`config.mk`:
```
export PLATFORM = sky130hd
export DESIGN_NAME = sentinel_sequence_lock_flat
export DESIGN_NICKNAME = d
export VERILOG_FILES = /design/src/rtl/sentinel_sequence_lock_pkg.sv /design/src/rtl/sentinel_sequence_lock_if.sv /design/src/rtl/sentinel_sequence_lock_countdown.sv /design/src/rtl/sentinel_sequence_lock.sv /design/src/flat_wrapper.sv
export SDC_FILE = /design/constraint.sdc
export NUM_CORES = 1
export LEC_CHECK = 0
export CORE_ASPECT_RATIO = 1.75
export CORE_MARGIN = 2
export CORE_UTILIZATION = 31
export DETAILED_ROUTE_END_ITERATION = 10
export PLACE_DENSITY = 0.65
export SLEW_MARGIN = 10
export SYNTH_ARGS = -nofsm -noshare
export SYNTH_HDL_FRONTEND = slang
export SYNTH_SLANG_ARGS = --single-unit
export TNS_END_PERCENT = 50
```
`constraint.sdc`:
```
create_clock -name clk -period 2.4 [get_ports clk]
set_clock_uncertainty 0.1 [all_clocks]
set_input_delay 0.48 -clock clk [delete_from_list [all_inputs] [get_ports clk]]
set_output_delay 0.48 -clock clk [all_outputs]
set_load 0.05 [all_outputs]
```
`src/rtl/sentinel_sequence_lock_pkg.sv`:
```
`default_nettype none
// ============================================================================
// Module   : sentinel_pkg
// Purpose  : Shared types and constants for the Sentinel sequence lock:
//            FSM state encoding, 7-segment glyphs (active low) and a small
//            thermometer helper used for the entry-progress status array.
// Revision : 1.0 - initial release
// ============================================================================
package sentinel_pkg;

    typedef enum logic [1:0] {
        ST_LOCKED   = 2'd0,
        ST_UNLOCKED = 2'd1,
        ST_LOCKOUT  = 2'd2
    } sentinel_state_e;

    // {dp,g,f,e,d,c,b,a}, active low
    localparam logic [7:0] SEG_LOCKED   = 8'hC7;  // 'L'
    localparam logic [7:0] SEG_UNLOCKED = 8'hC1;  // 'U'
    localparam logic [7:0] SEG_LOCKOUT  = 8'hBF;  // '-'
    localparam logic [7:0] SEG_OFF      = 8'hFF;

    // n low bits set, saturating at 8 (n=2 -> 8'h03)
    function automatic logic [7:0] therm8(input int unsigned n);
        logic [7:0] t;
        t = '0;
        for (int unsigned i = 0; i < 8; i++) begin
            t[i] = (i < n);
        end
        return t;
    endfunction

endpackage
`default_nettype wire

```
`src/rtl/sentinel_sequence_lock_if.sv`:
```
`default_nettype none
// ============================================================================
// Module   : sentinel_sequence_lock_if
// Purpose  : Key-entry inputs and display/status outputs of the sequence lock.
//            master : drives ena/key_in/key_strobe, observes outputs
//            slave  : the lock itself
// Ports    : ena, key_in[KEY_W], key_strobe -> lock
//            seg_out[8], status[8], unlocked, lockout, fail_count -> wrapper
// Revision : 1.0 - initial release
// ============================================================================
interface sentinel_sequence_lock_if #(
    parameter int KEY_W     = 8,
    parameter int MAX_FAILS = 3
);
    localparam int FC_W = $clog2(MAX_FAILS + 1);

    logic             ena;
    logic [KEY_W-1:0] key_in;
    logic             key_strobe;
    logic [7:0]       seg_out;
    logic [7:0]       status;
    logic             unlocked;
    logic             lockout;
    logic [FC_W-1:0]  fail_count;

    modport master (
        output ena, key_in, key_strobe,
        input  seg_out, status, unlocked, lockout, fail_count
    );

    modport slave (
        input  ena, key_in, key_strobe,
        output seg_out, status, unlocked, lockout, fail_count
    );
endinterface
`default_nettype wire

```
`src/rtl/sentinel_sequence_lock_countdown.sv`:
```
`default_nettype none
// ============================================================================
// Module   : sentinel_countdown
// Purpose  : Loadable down-counter shared by the lockout and auto-relock
//            paths. Counts down while en is high, stops at zero, and flags
//            done in the enabled cycle where the count is 1.
// Ports    : clk, rst        - clock, synchronous active-high reset
//            en, load        - count enable, synchronous load (load wins)
//            load_val[W]     - value loaded
//            done            - en && count==1
//            tap             - count bit TAP (0 if the counter is narrower)
// Revision : 1.0 - initial release
// ============================================================================
module sentinel_countdown #(
    parameter int W   = 4,
    parameter int TAP = 3
) (
    input  logic         clk,
    input  logic         rst,
    input  logic         en,
    input  logic         load,
    input  logic [W-1:0] load_val,
    output logic         done,
    output logic         tap
);
    logic [W-1:0] count_q;
    logic [W-1:0] count_d;

    always_comb begin
        count_d = count_q;
        if (load) begin
            count_d = load_val;
        end else if (en && (count_q != '0)) begin
            count_d = count_q - W'(1);
        end
    end

    always_ff @(posedge clk) begin
        if (rst) begin
            count_q <= '0;
        end else begin
            count_q <= count_d;
        end
    end

    assign done = en && (count_q == W'(1));

    generate
        if (W > TAP) begin : g_tap
            assign tap = count_q[TAP];
        end else begin : g_no_tap
            assign tap = 1'b0;
        end
    endgenerate

endmodule
`default_nettype wire

```
`src/rtl/sentinel_sequence_lock.sv`:
```
`default_nettype none
// ============================================================================
// Module   : sentinel_sequence_lock
// Purpose  : Multi-word key lock. Words are entered one per strobe rising
//            edge; the sequence is judged only after the last word so the
//            failing position is never revealed. Consecutive failures lead
//            to a timed lockout; an unlocked gate may relock on a timeout.
// Ports    : clk, rst  - clock, synchronous active-high reset
//            bus       - sentinel_sequence_lock_if.slave (ena, key_in,
//                        key_strobe in; seg_out, status, unlocked, lockout,
//                        fail_count out)
// Revision : 1.0 - initial release
// ============================================================================
module sentinel_sequence_lock
    import sentinel_pkg::*;
#(
    parameter int                        KEY_W          = 8,
    parameter int                        KEY_LEN        = 4,
    parameter logic [KEY_W*KEY_LEN-1:0]  KEY            = 32'hB65AC31E,
    parameter int                        MAX_FAILS      = 3,
    parameter int                        LOCKOUT_CYCLES = 1024,
    parameter int                        UNLOCK_CYCLES  = 0
) (
    input  logic                     clk,
    input  logic                     rst,
    sentinel_sequence_lock_if.slave  bus
);
    localparam int IDX_W   = (KEY_LEN > 1) ? $clog2(KEY_LEN) : 1;
    localparam int TMR_MAX = (LOCKOUT_CYCLES > UNLOCK_CYCLES) ? LOCKOUT_CYCLES : UNLOCK_CYCLES;
    localparam int TMR_W   = $clog2(TMR_MAX + 1);
    localparam int FC_W    = $clog2(MAX_FAILS + 1);

    localparam logic [IDX_W-1:0] IDX_LAST = IDX_W'(KEY_LEN - 1);
    localparam logic [FC_W-1:0]  FC_LAST  = FC_W'(MAX_FAILS - 1);
    localparam logic [FC_W-1:0]  FC_MAX   = FC_W'(MAX_FAILS);

    generate
        if (KEY_LEN < 1) begin : g_bad_key_len
            $error("sentinel_sequence_lock: KEY_LEN must be >= 1");
        end
        if (MAX_FAILS < 1) begin : g_bad_max_fails
            $error("sentinel_sequence_lock: MAX_FAILS must be >= 1");
        end
        if (LOCKOUT_CYCLES < 1) begin : g_bad_lockout
            $error("sentinel_sequence_lock: LOCKOUT_CYCLES must be >= 1");
        end
    endgenerate

    sentinel_state_e   state_q, state_d;
    logic [IDX_W-1:0]  idx_q, idx_d;
    logic              err_q, err_d;
    logic [FC_W-1:0]   fail_q, fail_d;
    logic              strobe_q;

    logic              rise;
    logic [KEY_W-1:0]  key_word;
    logic              err_all;
    logic              tmr_en;
    logic              tmr_load;
    logic [TMR_W-1:0]  tmr_load_val;
    logic              tmr_done;
    logic              tmr_blink;

    // strobe_q tracks the pin even while disabled, so a strobe that rose
    // with ena low is already "seen" when ena returns.
    assign rise     = bus.key_strobe & ~strobe_q & bus.ena;
    assign key_word = KEY[(KEY_LEN - 1 - int'(idx_q)) * KEY_W +: KEY_W];
    assign tmr_en   = bus.ena && (state_q != ST_LOCKED);

    sentinel_countdown #(
        .W   (TMR_W),
        .TAP (3)
    ) u_countdown (
        .clk      (clk),
        .rst      (rst),
        .en       (tmr_en),
        .load     (tmr_load),
        .load_val (tmr_load_val),
        .done     (tmr_done),
        .tap      (tmr_blink)
    );

    always_comb begin
        state_d      = state_q;
        idx_d        = idx_q;
        err_d        = err_q;
        fail_d       = fail_q;
        tmr_load     = 1'b0;
        tmr_load_val = '0;
        // mismatch flag including the word presented this cycle
        err_all      = err_q | (bus.key_in != key_word);

        case (state_q)
            ST_LOCKED: begin
                if (rise) begin
                    if (idx_q != IDX_LAST) begin
                        idx_d = idx_q + IDX_W'(1);
                        err_d = err_all;
                    end else begin
                        idx_d = '0;
                        err_d = 1'b0;
                        if (!err_all) begin
                            state_d      = ST_UNLOCKED;
                            fail_d       = '0;
                            tmr_load     = 1'b1;
                            tmr_load_val = TMR_W'(UNLOCK_CYCLES);
                        end else if (fail_q == FC_LAST) begin
                            state_d      = ST_LOCKOUT;
                            fail_d       = FC_MAX;
                            tmr_load     = 1'b1;
                            tmr_load_val = TMR_W'(LOCKOUT_CYCLES);
                        end else begin
                            fail_d = fail_q + FC_W'(1);
                        end
                    end
                end
            end
            ST_UNLOCKED: begin
                // timer stays at 0 (never done) when auto-relock is disabled
                if (rise || tmr_done) begin
                    state_d = ST_LOCKED;
                end
            end
            ST_LOCKOUT: begin
                if (tmr_done) begin
                    state_d = ST_LOCKED;
                    fail_d  = '0;
                end
            end
            default: begin
                state_d = ST_LOCKED;
            end
        endcase
    end

    always_ff @(posedge clk) begin
        if (rst) begin
            state_q  <= ST_LOCKED;
            idx_q    <= '0;
            err_q    <= 1'b0;
            fail_q   <= '0;
            strobe_q <= 1'b0;
        end else begin
            strobe_q <= bus.key_strobe;
            state_q  <= state_d;
            idx_q    <= idx_d;
            err_q    <= err_d;
            fail_q   <= fail_d;
        end
    end

    always_comb begin
        bus.seg_out  = SEG_OFF;
        bus.status   = 8'h00;
        bus.unlocked = 1'b0;
        bus.lockout  = 1'b0;
        if (bus.ena) begin
            case (state_q)
                ST_LOCKED: begin
                    bus.seg_out = SEG_LOCKED;
                    bus.status  = therm8(32'(idx_q));
                end
                ST_UNLOCKED: begin
                    bus.seg_out  = SEG_UNLOCKED;
                    bus.status   = 8'hFF;
                    bus.unlocked = 1'b1;
                end
                ST_LOCKOUT: begin
                    bus.seg_out = SEG_LOCKOUT;
                    bus.status  = {8{tmr_blink}};
                    bus.lockout = 1'b1;
                end
                default: begin
                    bus.seg_out = SEG_OFF;
                end
            endcase
        end
    end

    assign bus.fail_count = fail_q;

endmodule
`default_nettype wire

```
`src/flat_wrapper.sv`:
```
// flat-port wrapper written by rule: the top's interface ports become plain ports
module sentinel_sequence_lock_flat import sentinel_pkg::*;
#(
    parameter int                        KEY_W          = 8,
    parameter int                        KEY_LEN        = 4,
    parameter logic [KEY_W*KEY_LEN-1:0]  KEY            = 32'hB65AC31E,
    parameter int                        MAX_FAILS      = 3,
    parameter int                        LOCKOUT_CYCLES = 1024,
    parameter int                        UNLOCK_CYCLES  = 0
)
  (clk, rst, bus_ena, bus_key_in, bus_key_strobe, bus_seg_out, bus_status, bus_unlocked, bus_lockout, bus_fail_count);
  sentinel_sequence_lock_if #(.KEY_W(KEY_W), .MAX_FAILS(MAX_FAILS)) bus_i ();
  input  logic clk;
  input  logic rst;
  input wire logic [$bits(bus_i.ena)-1:0] bus_ena;
  input wire logic [$bits(bus_i.key_in)-1:0] bus_key_in;
  input wire logic [$bits(bus_i.key_strobe)-1:0] bus_key_strobe;
  output wire logic [$bits(bus_i.seg_out)-1:0] bus_seg_out;
  output wire logic [$bits(bus_i.status)-1:0] bus_status;
  output wire logic [$bits(bus_i.unlocked)-1:0] bus_unlocked;
  output wire logic [$bits(bus_i.lockout)-1:0] bus_lockout;
  output wire logic [$bits(bus_i.fail_count)-1:0] bus_fail_count;
  assign bus_i.ena = bus_ena;
  assign bus_i.key_in = bus_key_in;
  assign bus_i.key_strobe = bus_key_strobe;
  assign bus_seg_out = bus_i.seg_out;
  assign bus_status = bus_i.status;
  assign bus_unlocked = bus_i.unlocked;
  assign bus_lockout = bus_i.lockout;
  assign bus_fail_count = bus_i.fail_count;
  sentinel_sequence_lock #(.KEY_W(KEY_W), .KEY_LEN(KEY_LEN), .KEY(KEY), .MAX_FAILS(MAX_FAILS), .LOCKOUT_CYCLES(LOCKOUT_CYCLES), .UNLOCK_CYCLES(UNLOCK_CYCLES)) u_core (.clk(clk), .rst(rst), .bus(bus_i));
endmodule
```
; Yosys cells after proc, flatten, opt, wreduce, memory -nomap -nowiden
; Index checks and enable logic that the tools add are counted.
[totals]
mem_bits_rw = 0
mem_bits_ro = 0
memories = 0
wordCells = 75
inputBits = 12
latchBits = 0
out_inout_bits = 20
register_bits = 19
[classes]
shift = 1
n_addsub = 4
order_cmp = 3
muxes = 34
n_eq_ne = 11
div_mod_pow = 0
mul = 0
bitwise_logic = 4
reduce_logical = 12
[op_table]
columns = cell, count
row1 = $mux W11, 7
row2 = $shiftx A32 B32 Y8 const A, 1
row3 = $pmux W8 S3, 1
row4 = $mux W2, 11
row5 = $pmux W7 S3, 1
row6 = $mux W8, 2
row7 = $eq A11 B1 Y1 const B, 1
row8 = $reduce_bool A11 Y1, 1
row9 = $sub A11 B1 Y11 const B, 1
row10 = $mux W1, 10
row11 = $ne A8 B8 Y1, 1
row12 = $ne A2 B1 Y1 const B, 3
row13 = $pmux W2 S3, 1
row14 = $reduce_bool A2 Y1, 3
row15 = $reduce_and A5 Y1, 1
row16 = $add A2 B1 Y2 const B, 2
row17 = $eq A2 B2 Y1 const B, 2
row18 = $lt A1 B2 Y1 const A, 2
row19 = $ne A2 B2 Y1 const B, 2
row20 = $pmux W2 S2, 1
row21 = $reduce_and A4 Y1, 1
row22 = $logic_and A1 B1 Y1, 3
row23 = $ne A3 B3 Y1 const B, 1
row24 = $sub A2 B2 Y3 const A, 1
row25 = other kinds (8), 9

; Longest topological paths before layout
[depth]
depth_word = 9
mapped_depth = 7
mapped_depth_nobuf = 7

; Modules after synthesis
; From an unflattened synthesis, not the netlist that was laid out.
[unflattened]
cells_unflattened = 171
area_unflattened_um2 = 1390.1
[modules_own_cells]
columns = mod, seq_area_each_um2, n_inst, area_per_inst_um2, cells_each
row1 = sentinel_sequence_lock, 160.2, 1, 740.7, 91
row2 = sentinel_countdown, 220.2, 1, 649.4, 80

; Worst setup path after synthesis
; OpenSTA, ideal clock, no wires.
[synth_timing]
path_type = flip-flop to output port
startpoint = register u_core.state_q[1]
endpoint = output port bus_status[4]
n_path_buf = 1
setup_slack_ns = -0.146
path_stages_with_launch = 5
t_arrival_ns = 1.966
cell_sequence = dfxtp_1 -> nor2b_1 -> a21oi_1 -> nor2b_1 -> buf_4
[synth_between]
elab_chain_cells = 3
[synth_lines]
columns = element, line
row1 = start: declaration, sentinel_sequence_lock.sv:49  ; sentinel_state_e state_q, state_d;
row2 = start signal: assignment, sentinel_sequence_lock.sv:145  ; state_q <= state_d;
row3 = $eq A2 B2 Y1 (tied with other cells), sentinel_sequence_lock.sv:158  ; case (state_q)
row4 = $pmux W8 S3 *, sentinel_sequence_lock.sv:158
row5 = $mux W8 *, sentinel_sequence_lock.sv:157  ; if (bus.ena) begin
row6 = end: declaration, flat_wrapper.sv:19  ; output wire logic [$bits(bus_i.status)-1:0] bus_status;
; Mark *: on every way between the ends. The rest lies on a longest branch, timed or not.

; Worst setup path after layout
[layout_timing]
startpoint = register u_core.state_q[1]
endpoint = output port bus_status[0]
; Same word-level chain as after synthesis.

==> results.yml <==
status:
  outcome: "finished, final reports clean"
synth:
  ys_seq_area_frac: 0.299
  synthFlopType: "dfxtp_1"
  yosys.area.top_type: "dfxtp_1"
  synthCells: 152
  syn_area_per_cell_um2: 8.36
  ys_ff_latch: 19
  syn_area_um2: 1270
  synth.distinct_cells: 38
  yosysWarnings: 0
  async_flop_share: 0
  yosysTopAreaCellShare: 0.299
  yosys-top-cells-area: "dfxtp_1 (30%), ha_1 (7.9%), buf_4 (5.3%), nor2_1 (5.3%), inv_1 (3.0%)"
  synth_edf_count: 0
critical_path:
  critPathLaunch: "u_core.state_q[1]"
  cpPeakStageDelay_ns: 0.49
  crit_fanout: 9
  r2r-start: "u_core.idx_q[0]"
  setup.worst_path.end_class: "primary output"
  rrSetupSlack_ns: 0.17
  worstSetupStartpointType: "flip-flop"
  cp_slowest_cell: "dfxtp_1"
  worstPathRequired_ns: 1.82
  path_cells: "nor2b_1, nand2_1, o21ai_0, and2_1, buf_12"
  r2r_cells: 7
  cp.arrival_ns: 1.67
  r2r-end: "u_core.bus.fail_count[1]"
  worstSetupPathType: "reg2out"
floorplan:
  fp-row-count: 30
  die_x_um: 52.4
  core_area_um2: 3900
  io_pins: 32
  dieArea_um2: 4650
  die_h_um: 88.7
  initial_core_util: 0.326
route:
  wl_per_cell_um: 13.6
  drtAntennaViolNets: 0
  dr_wl_met3_um: 132
  viasPerCell: 5.00
  wirelength_mm: 3.17
  top_layer: "met4"
  dr.pass1.iters: 4
  num_vias: 1165
  met2_length_mm: 1.85
  drc: 0
  wl_met1_mm: 1.13
  drt_iter0_drc: 20
power:
  switchingPower_uw: 170
  p_int_uw: 491
  pwr_density_cell_nw_per_um2: 351
  p_seq_frac: 0.486
  p_sw_frac: 0.257
  power_frac_clock: 0.345
  share_comb_of_total_power: 0.169
  ir_worst_vdd_mv: 0.272
  leakage_uw: 0.000723
  design_power_total_uw: 661
sta:
  setup_viol_count_final: 0
  drv_slew: 0
  finalCritPeriodShare: 0.939
  max_freq_ghz: 0.444
  worst_pin_slew_ns: 0.498
  hold_violations: 0
  rsz0062_at_grt: "no"
  slew_headroom: 0.665
  whs_ns: 0.410
  finalCriticalPeriod_ns: 2.25
global_routing:
  grt_pass1_wl_mm: 4.97
  gr-total-overflow: 0
  antenna_found_initial: 0
  grt_max_degree: 11
  grt_usage: 0.141
  grt_pass1_vias: 1160
min_path:
  hold_class: "reg2reg"
  hold_path.startpoint: "u_core.u_countdown.count_q[2]"
  holdPathEnd: "u_core.u_countdown.count_q[2]"
  hold-path-cell-count: 2
cts:
  cts_buffers: 3
  clock_latency_ns: 0.26
  h-tree-depth: 1
  cts_buffer_depth: 2
  path_clk_slew_ns: 0.07
  root_buffer: "clkbuf_8"
  cts.sinks: 19
  post_cts_buffers: 0
  tritoncts: "yes"
placed_design:
  gp_congestion: 0.811
  placed_area_um2: 1790
  hpwl_mm: 2.45
  io_buffers: 29
job:
  drv_cap: 0
cells_and_area:
  drive_gt1_frac: 0.211
  antennaDiodeCount: 0
  area_delta_synth_final_pct: 48.0
  final_area_um2: 1880
  nets: 206
-- synth_stat cells, drive strengths merged, types with 5 or more instances --
master  instances
dfxtp          19
nor2           18
buf            10
inv            10
nand2          10
ha              8
a21oi           7
nor2b           6
o21ai           6
and2            5
nand3           5
nor4            5
-- worst max-delay path: cells and delay by family (launching register included) --
family | cells | cell delay, ns
compound gates | 1 | 0.08
buf+inv | 1 | 0.15
flops | 1 | 0.49
simple gates | 3 | 0.70
-- power groups by stage --
| stage | clock [uW] | sequential, uW | combinational, uW |
|---|---|---|---|
| 4_1_cts | 237 | 321 | 106 |
| 2_1_floorplan | 0 | 329 | 61.9 |
| 5_1_grt | 244 | 321 | 120 |
| 3_3_place_gp | 0 | 328 | 104 |
| 3_5_place_dp | 0 | 328 | 105 |
| 6_report | 228 | 321 | 112 |
-- cell usage in the layout (no fill, tap or decap), drive strengths merged, types with 3 or more instances in the layout --
master         instances
nand3b                 4
inv                   10
nand3                  5
dfxtp                 19
nor2                  18
o21ai                  6
xor2                   4
buf                   25
clkbuf                 4
nor4                   5
ha                     8
xnor2                  4
nor2b                  6
clkdlybuf4s50         13
a211oi                 3
and2                   5
nor3                   4
nand2                 10
a22o                   3
a21oi                  7
-- registers in the layout, indices dropped and copies added, names as in the netlist --
register                    cells
u_core.bus.fail_count           2
u_core.err_q                    1
u_core.idx_q                    2
u_core.state_q                  2
u_core.strobe_q                 1
u_core.u_countdown.count_q     11
-- stage by stage --
step	setup slack, ns	cells	utilization	setup TNS, ns
finish	0.147	233	0.482	0
global route	0.00537	233	0.482	0
CTS	0.111	232	0.470	0
detailed placement	-0.0809	228	0.459	-0.761
global placement	-0.0631	228	0.459	-0.515
floorplan	0.0750	153	-	0
-- area by class of cell --
type / instances / area, um2
Multi-Input combinational cell: 114 / 828
Tap cell: 48 / 60.1
Sequential cell: 19 / 380
Fill cell: 377 / 2020
Clock buffer: 4 / 45.0
Inverter: 10 / 37.5
Timing Repair Buffer: 38 / 531
-- cells by family (layout without fill, tap and decap cells) --
family          Yosys count  in the layout  synth area share
compound gates           28             29             0.170
xor+xnor                  8              8            0.0551
other cells               1              2           0.00295
buf+inv                  21             52            0.0905
fa+ha+maj                 8              8            0.0787
flops                    19             19             0.299
mux                       2              2            0.0157
simple gates             65             65             0.287
-- worst max path at each step --
stage | to | cells past startpoint
finish | bus_status[0] | 5
global route | bus_status[0] | 5
CTS | u_core.u_countdown.count_q[9] | 7
detailed placement | u_core.u_countdown.count_q[9] | 6
global placement | u_core.bus.fail_count[1] | 6
floorplan | bus_seg_out[2] | 4
-- layer usage --
metal  track usage  up-vias
met5             0        -
met4        0.0723        0
met3        0.0220        6
met2         0.284       36
met1         0.127      535
li1              -      588
-- repair_timing --
action	CTS	global route
hold buffers	0	0
endpoints found under the setup margin	0	5
gates resized for setup	0	4
(Power assumes the default switching activity.)
==> RTL change 1 (same flow settings) <==
Make the reset (`rst`) asynchronous in 2 clocked blocks. Comments in the files are not updated.
--- a/src/rtl/sentinel_sequence_lock_countdown.sv
+++ b/src/rtl/sentinel_sequence_lock_countdown.sv
@@ -35,7 +35,7 @@
         end
     end
 
-    always_ff @(posedge clk) begin
+    always_ff @(posedge clk or posedge rst) begin
         if (rst) begin
             count_q <= '0;
         end else begin
--- a/src/rtl/sentinel_sequence_lock.sv
+++ b/src/rtl/sentinel_sequence_lock.sv
@@ -133,7 +133,7 @@
         endcase
     end
 
-    always_ff @(posedge clk) begin
+    always_ff @(posedge clk or posedge rst) begin
         if (rst) begin
             state_q  <= ST_LOCKED;
             idx_q    <= '0;
Formal check against the unedited RTL: differs if rst is asserted again (counterexample within 4 cycles, from zero or initial values and one cycle with rst high); with rst held inactive, the same outputs for 10 cycles.
==> RTL change 1 against the original RTL <==
- sequential share of layout area grew 4.0 points
- area after synthesis up 8.8%
- die area rose by 8.2%
- design area grew 4.3%
- wire length rose by 8.9%
- maximum frequency down 0.30%
- via count rose by 7.0%
- sequential cell count unchanged
- count of clock-buffer cells in the layout fell by 1
- critical path type unchanged
- first-iteration DRC count up 45%
- setup slack worse by 0.0069 ns
Power is left out: it rests on default switching activity, and per cell area and clock period it moved more than threefold.
==> RTL change 1: results (changes against the original RTL) <==
- Post-Synth XOR/XNOR Area: 3.80% (was 5.51%)
- Placement Setup Slack: 0.0927 ns (was -0.0809 ns)
- Initial antenna violation count: 0 (unchanged)
- Yosys cell types: 43 (was 38)
- M3 GR Usage: 0.968% (was 2.20%)
- Met1 usage: 15.6% (was 12.7%)
- Post-CTS Repair Setup Buffers: 0 (unchanged)
- Wl on met1: 1.12 mm (was 1.13 mm)
- Placed instance area: 0.00191 sq mm (was 0.00179 sq mm)
- Post-synthesis compound-gate area fraction: 16.4% (was 17.0%)
- Filler cell count: 403 (was 377)
- Reg-to-Reg End: u_core.u_countdown.count_q[7]$_DFFE_PP0P_ (was u_core.bus.fail_count[1]$_SDFFE_PP0P_)
- Met2 Use GR: 29.5% (was 28.4%)
- Fraction of layout cells with a size suffix above 1: 20.6% (was 21.1%)
- Cells taking the most area after synthesis: dfrtp_1 34%, ha_1 7.2%, buf_4 4.9% (was dfxtp_1 30%, ha_1 7.9%, buf_4 5.3%)
- Worst Setup SP: u_core.idx_q[0]$_DFFE_PP0P_ (was u_core.state_q[1]$_SDFFE_PP0P_)
- Dpl hpwl: 2.78 mm (was 2.45 mm)
- Wire per inst: 14.4 um (was 13.6 um)
- First-pass GRT wire length: 5.71 mm (was 4.97 mm)
- Sequential fraction of the synthesis area: 34.4% (was 29.9%)
- Met2 wire len: 2.15 mm (was 1.85 mm)
- Ys async rst share: 100% (was 0%)
- Worst-path maximum fanout: 5 (was 9)
- All-layer global routing usage: 15.7% (was 14.1%)
- Synth Instances: 157 (was 152)
- Least-Margin Pin Slew: 0.494 ns (was 0.498 ns)
- Largest net degree at the start of global routing: 20 (was 11)
- CTS root buffer: clkbuf_8 (unchanged)
- Metal3 WL: 65 um (was 132 um)
- Adder-Cell Fraction of Synth Area: 7.24% (was 7.87%)
- Placed instance count: 236 (was 228)
- Reg-to-Reg Start: u_core.u_countdown.count_q[0]$_DFFE_PP0P_ (was u_core.idx_q[0]$_SDFFE_PP0P_)
- Commonest cells post-synth: 19 x dfrtp_1, 12 x o21ai_0, 10 x inv_1, 9 x buf_4, 9 x nor3_1 (was 19 x dfxtp_1, 18 x nor2_1, 10 x inv_1, 10 x nand2_1, 9 x buf_4)
- # nets final: 210 (was 206)
- Hold_ws: 0.429 ns (was 0.410 ns)
- Final setup margin: 0.140 ns (was 0.147 ns)
- Via count: 1247 (was 1165)
- Worst r2r path cells: 6 (was 7)
- Final GP Congestion: 0.810 (was 0.811)
- Initial DRC Count: 29 (was 20)
- Synth warnings: 0 (unchanged)
- Via density: 5.20 (was 5.00)
- Hold Path Class: in2async (was reg2reg)
- Top reg by flops: u_core.u_countdown.count_q (unchanged)
- Status: finished, final reports clean (unchanged)
## RTL change 1: cell types whose count changed after synthesis, sizes merged, moves of 3 or more
| cell | change |
|---|---|
| a21oi | -3 |
| a22o | -3 |
| clkbuf | +3 |
| dfrtp | +19 |
| dfxtp | -19 |
| nor2 | -10 |
| nor3 | +5 |
| o21ai | +7 |
| or4 | +5 |
| xor2 | -4 |
## RTL change 1: cell type report
| type | count | area [sq um] | share of cell area [%] |
|---|---|---|---|
| multi-input cells | 114 | 777 | 39.6 |
| repair buffers | 42 | 561 | 28.6 |
| flip-flops and latches | 19 | 475 | 24.2 |
| well taps | 51 | 63.8 | 3.25 |
| clock buffers | 3 | 41.3 | 2.10 |
| inverters | 10 | 37.5 | 1.91 |
| clock inverters | 1 | 7.51 | 0.382 |
## RTL change 1: critical path, stage by stage (launching register included)
cell     delay [ns]
dfrtp_1        0.44
inv_1          0.10
ha_1           0.26
nor2b_1        0.14
o21ai_0        0.13
and2_1         0.20
buf_12         0.15
==> RTL change 2 (same settings) <==
Made on the original files. `MAX_FAILS` is set to 3 in 3 places; all go to 6.
--- a/src/rtl/sentinel_sequence_lock_if.sv
+++ b/src/rtl/sentinel_sequence_lock_if.sv
@@ -10,7 +10,7 @@
 // ============================================================================
 interface sentinel_sequence_lock_if #(
     parameter int KEY_W     = 8,
-    parameter int MAX_FAILS = 3
+    parameter int MAX_FAILS = 6
 );
     localparam int FC_W = $clog2(MAX_FAILS + 1);
 
--- a/src/rtl/sentinel_sequence_lock.sv
+++ b/src/rtl/sentinel_sequence_lock.sv
@@ -17,7 +17,7 @@
     parameter int                        KEY_W          = 8,
     parameter int                        KEY_LEN        = 4,
     parameter logic [KEY_W*KEY_LEN-1:0]  KEY            = 32'hB65AC31E,
-    parameter int                        MAX_FAILS      = 3,
+    parameter int                        MAX_FAILS      = 6,
     parameter int                        LOCKOUT_CYCLES = 1024,
     parameter int                        UNLOCK_CYCLES  = 0
 ) (
--- a/src/flat_wrapper.sv
+++ b/src/flat_wrapper.sv
@@ -4,7 +4,7 @@
     parameter int                        KEY_W          = 8,
     parameter int                        KEY_LEN        = 4,
     parameter logic [KEY_W*KEY_LEN-1:0]  KEY            = 32'hB65AC31E,
-    parameter int                        MAX_FAILS      = 3,
+    parameter int                        MAX_FAILS      = 6,
     parameter int                        LOCKOUT_CYCLES = 1024,
     parameter int                        UNLOCK_CYCLES  = 0
 )
Ports: changed (resized bus_fail_count); port bits go from 32 to 33. The function was not compared with the original's and may differ.
==> RTL change 2 against the original RTL <==
- die area grew 4.3%
- area after synthesis is 4.5% higher
- combinational power fell by 12%
- wire length shrank 2.5%
- clock power is 12% higher
- cell count is 3.4% higher
- total power increased by 4.6%
- sequential share of layout area grew 0.85 points
- setup slack lost 0.010 ns
- sequential cell count is 1 higher
- non-clock buffer count did not move
- design area rose by 1.0%
- largest power group unchanged
==> RTL change 2: results (changes against the original RTL) <==
- Internal power: 528 uW (was 491 uW)
- Adder-Cell Fraction of Synth Area: 8.47% (was 7.87%)
- Synth Instances: 163 (was 152)
- Max reg flops: 11 (unchanged)
- Final std cells w/o fill: 241 (was 233)
- Area growth, synth to finish: 43.0% (was 48.0%)
- Sequential fraction of the synthesis area: 30.1% (was 29.9%)
- Clk_lat worst skew: 0.25 ns
- Final WL: 3.09 mm (was 3.17 mm)
- Post-synthesis compound-gate area fraction: 17.9% (was 17.0%)
- Ys async rst share: 0% (unchanged)
- Via density: 5.10 (was 5.00)
- Met1 usage: 12.7% (about the same)
- Placed instance area: 0.00185 sq mm (was 0.00179 sq mm)
- Commonest cells post-synth: 22 x nor2_1, 20 x dfxtp_1, 12 x a21oi_1, 11 x inv_1 (was 19 x dfxtp_1, 18 x nor2_1, 10 x inv_1, 10 x nand2_1, 9 x buf_4)
- Fraction of layout cells with a size suffix above 1: 18.8% (was 21.1%)
- Slew headroom: 66.6% (was 66.5%)
- Cells taking the most area after synthesis: dfxtp_1 30%, ha_1 8.5%, nor2_1 6.2% (was dfxtp_1 30%, ha_1 7.9%, buf_4 5.3%)
- Dpl hpwl: 2.53 mm (was 2.45 mm)
- Status: finished, final reports clean (unchanged)
- Placement Setup Slack: 0.0568 ns (was -0.0809 ns)
- Clock transition at the registers of the reported paths: 0.07 ns (about the same)
- Metal3 WL: 72 um (was 132 um)
- Worst path max stage delay: 0.44 ns (was 0.49 ns)
- Crit path DAT: 1.68 ns
- Vias in the first global route: 1227 (was 1160)
- Number of gates resized after CTS: 0 (unchanged)
- Family with the most delay on the worst path: compound AO/OA/AOI/OAI gates (was simple AND/OR/NAND/NOR gates)
- Initial DRC Count: 19 (was 20)
- First-pass GRT wire length: 5.16 mm (was 4.97 mm)
- Crit-path slowest cell: dfxtp_1 (unchanged)
- Input/output buffers: 30 (was 29)
- Yosys cell types: 44 (was 38)
- Final GP Congestion: 0.732 (was 0.811)
- Hold Path Class: reg2reg (unchanged)
- Num CTS Buffers: 3 (unchanged)
- Main synth FF type: dfxtp_1 (unchanged)
- Lkg Pwr: 0.000719 uW (was 0.000723 uW)
- Post-CTS Repair Setup Buffers: 0 (unchanged)
- Worst vdd ir: 0.292 mV (was 0.272 mV)
- Worst-path maximum fanout: 6 (was 9)
- Drt pass-1 iters: 4 (unchanged)
- M3 GR Usage: 1.66% (was 2.20%)
- Top reg by flops: u_core.u_countdown.count_q (unchanged)
- Clock power share: 36.9% (was 34.5%)
- Post-Synth XOR/XNOR Area: 5.93% (was 5.51%)
- Met2 Use GR: 27.7% (was 28.4%)
- Met2 wire len: 1.87 mm (was 1.85 mm)
- Filler cell count: 419 (was 377)
- CTS H-tree lvls: 1 (unchanged)
- # nets final: 214 (was 206)
- P per Cell Area: 364 mW/mm^2 (was 351 mW/mm^2)
- Wl on met1: 1.11 mm (was 1.13 mm)
- All-layer global routing usage: 13.9% (was 14.1%)
- Largest net degree at the start of global routing: 13 (was 11)
- Combinational Power Share: 14.2% (was 16.9%)
- Mux contribution to synthesized area: 0% (was 1.57%)
## RTL change 2: cell count changes after synthesis, moves of 4 or more
cell      delta
a21oi_1      +5
and2_1       -5
o21ai_0      -5
clkbuf_1     +4
nand4_1      +4
nor2_1       +4
nor2b_1      -4
## RTL change 2: final timing paths
path	startpoint	endpoint	slack [ns]	depth (start not counted)
setup / recovery	u_core.idx_q[0]$_SDFFE_PP0P_	bus_status[0]	0.14	5
hold / removal	u_core.u_countdown.count_q[9]$_SDFFE_PP0P_	u_core.u_countdown.count_q[9]$_SDFFE_PP0P_	0.43	2
setup reg to reg	u_core.idx_q[0]$_SDFFE_PP0P_	u_core.u_countdown.count_q[4]$_SDFFE_PP0P_	0.29	8
hold reg to reg	u_core.u_countdown.count_q[9]$_SDFFE_PP0P_	u_core.u_countdown.count_q[9]$_SDFFE_PP0P_	0.43	2
## RTL change 2: cell type report
class,count,area share [%]
multi-input combinational,119,42.6
clock buffer,4,2.90
inverter,11,2.17
tap,49,3.23
timing repair buffer,38,28.0
sequential,20,21.1
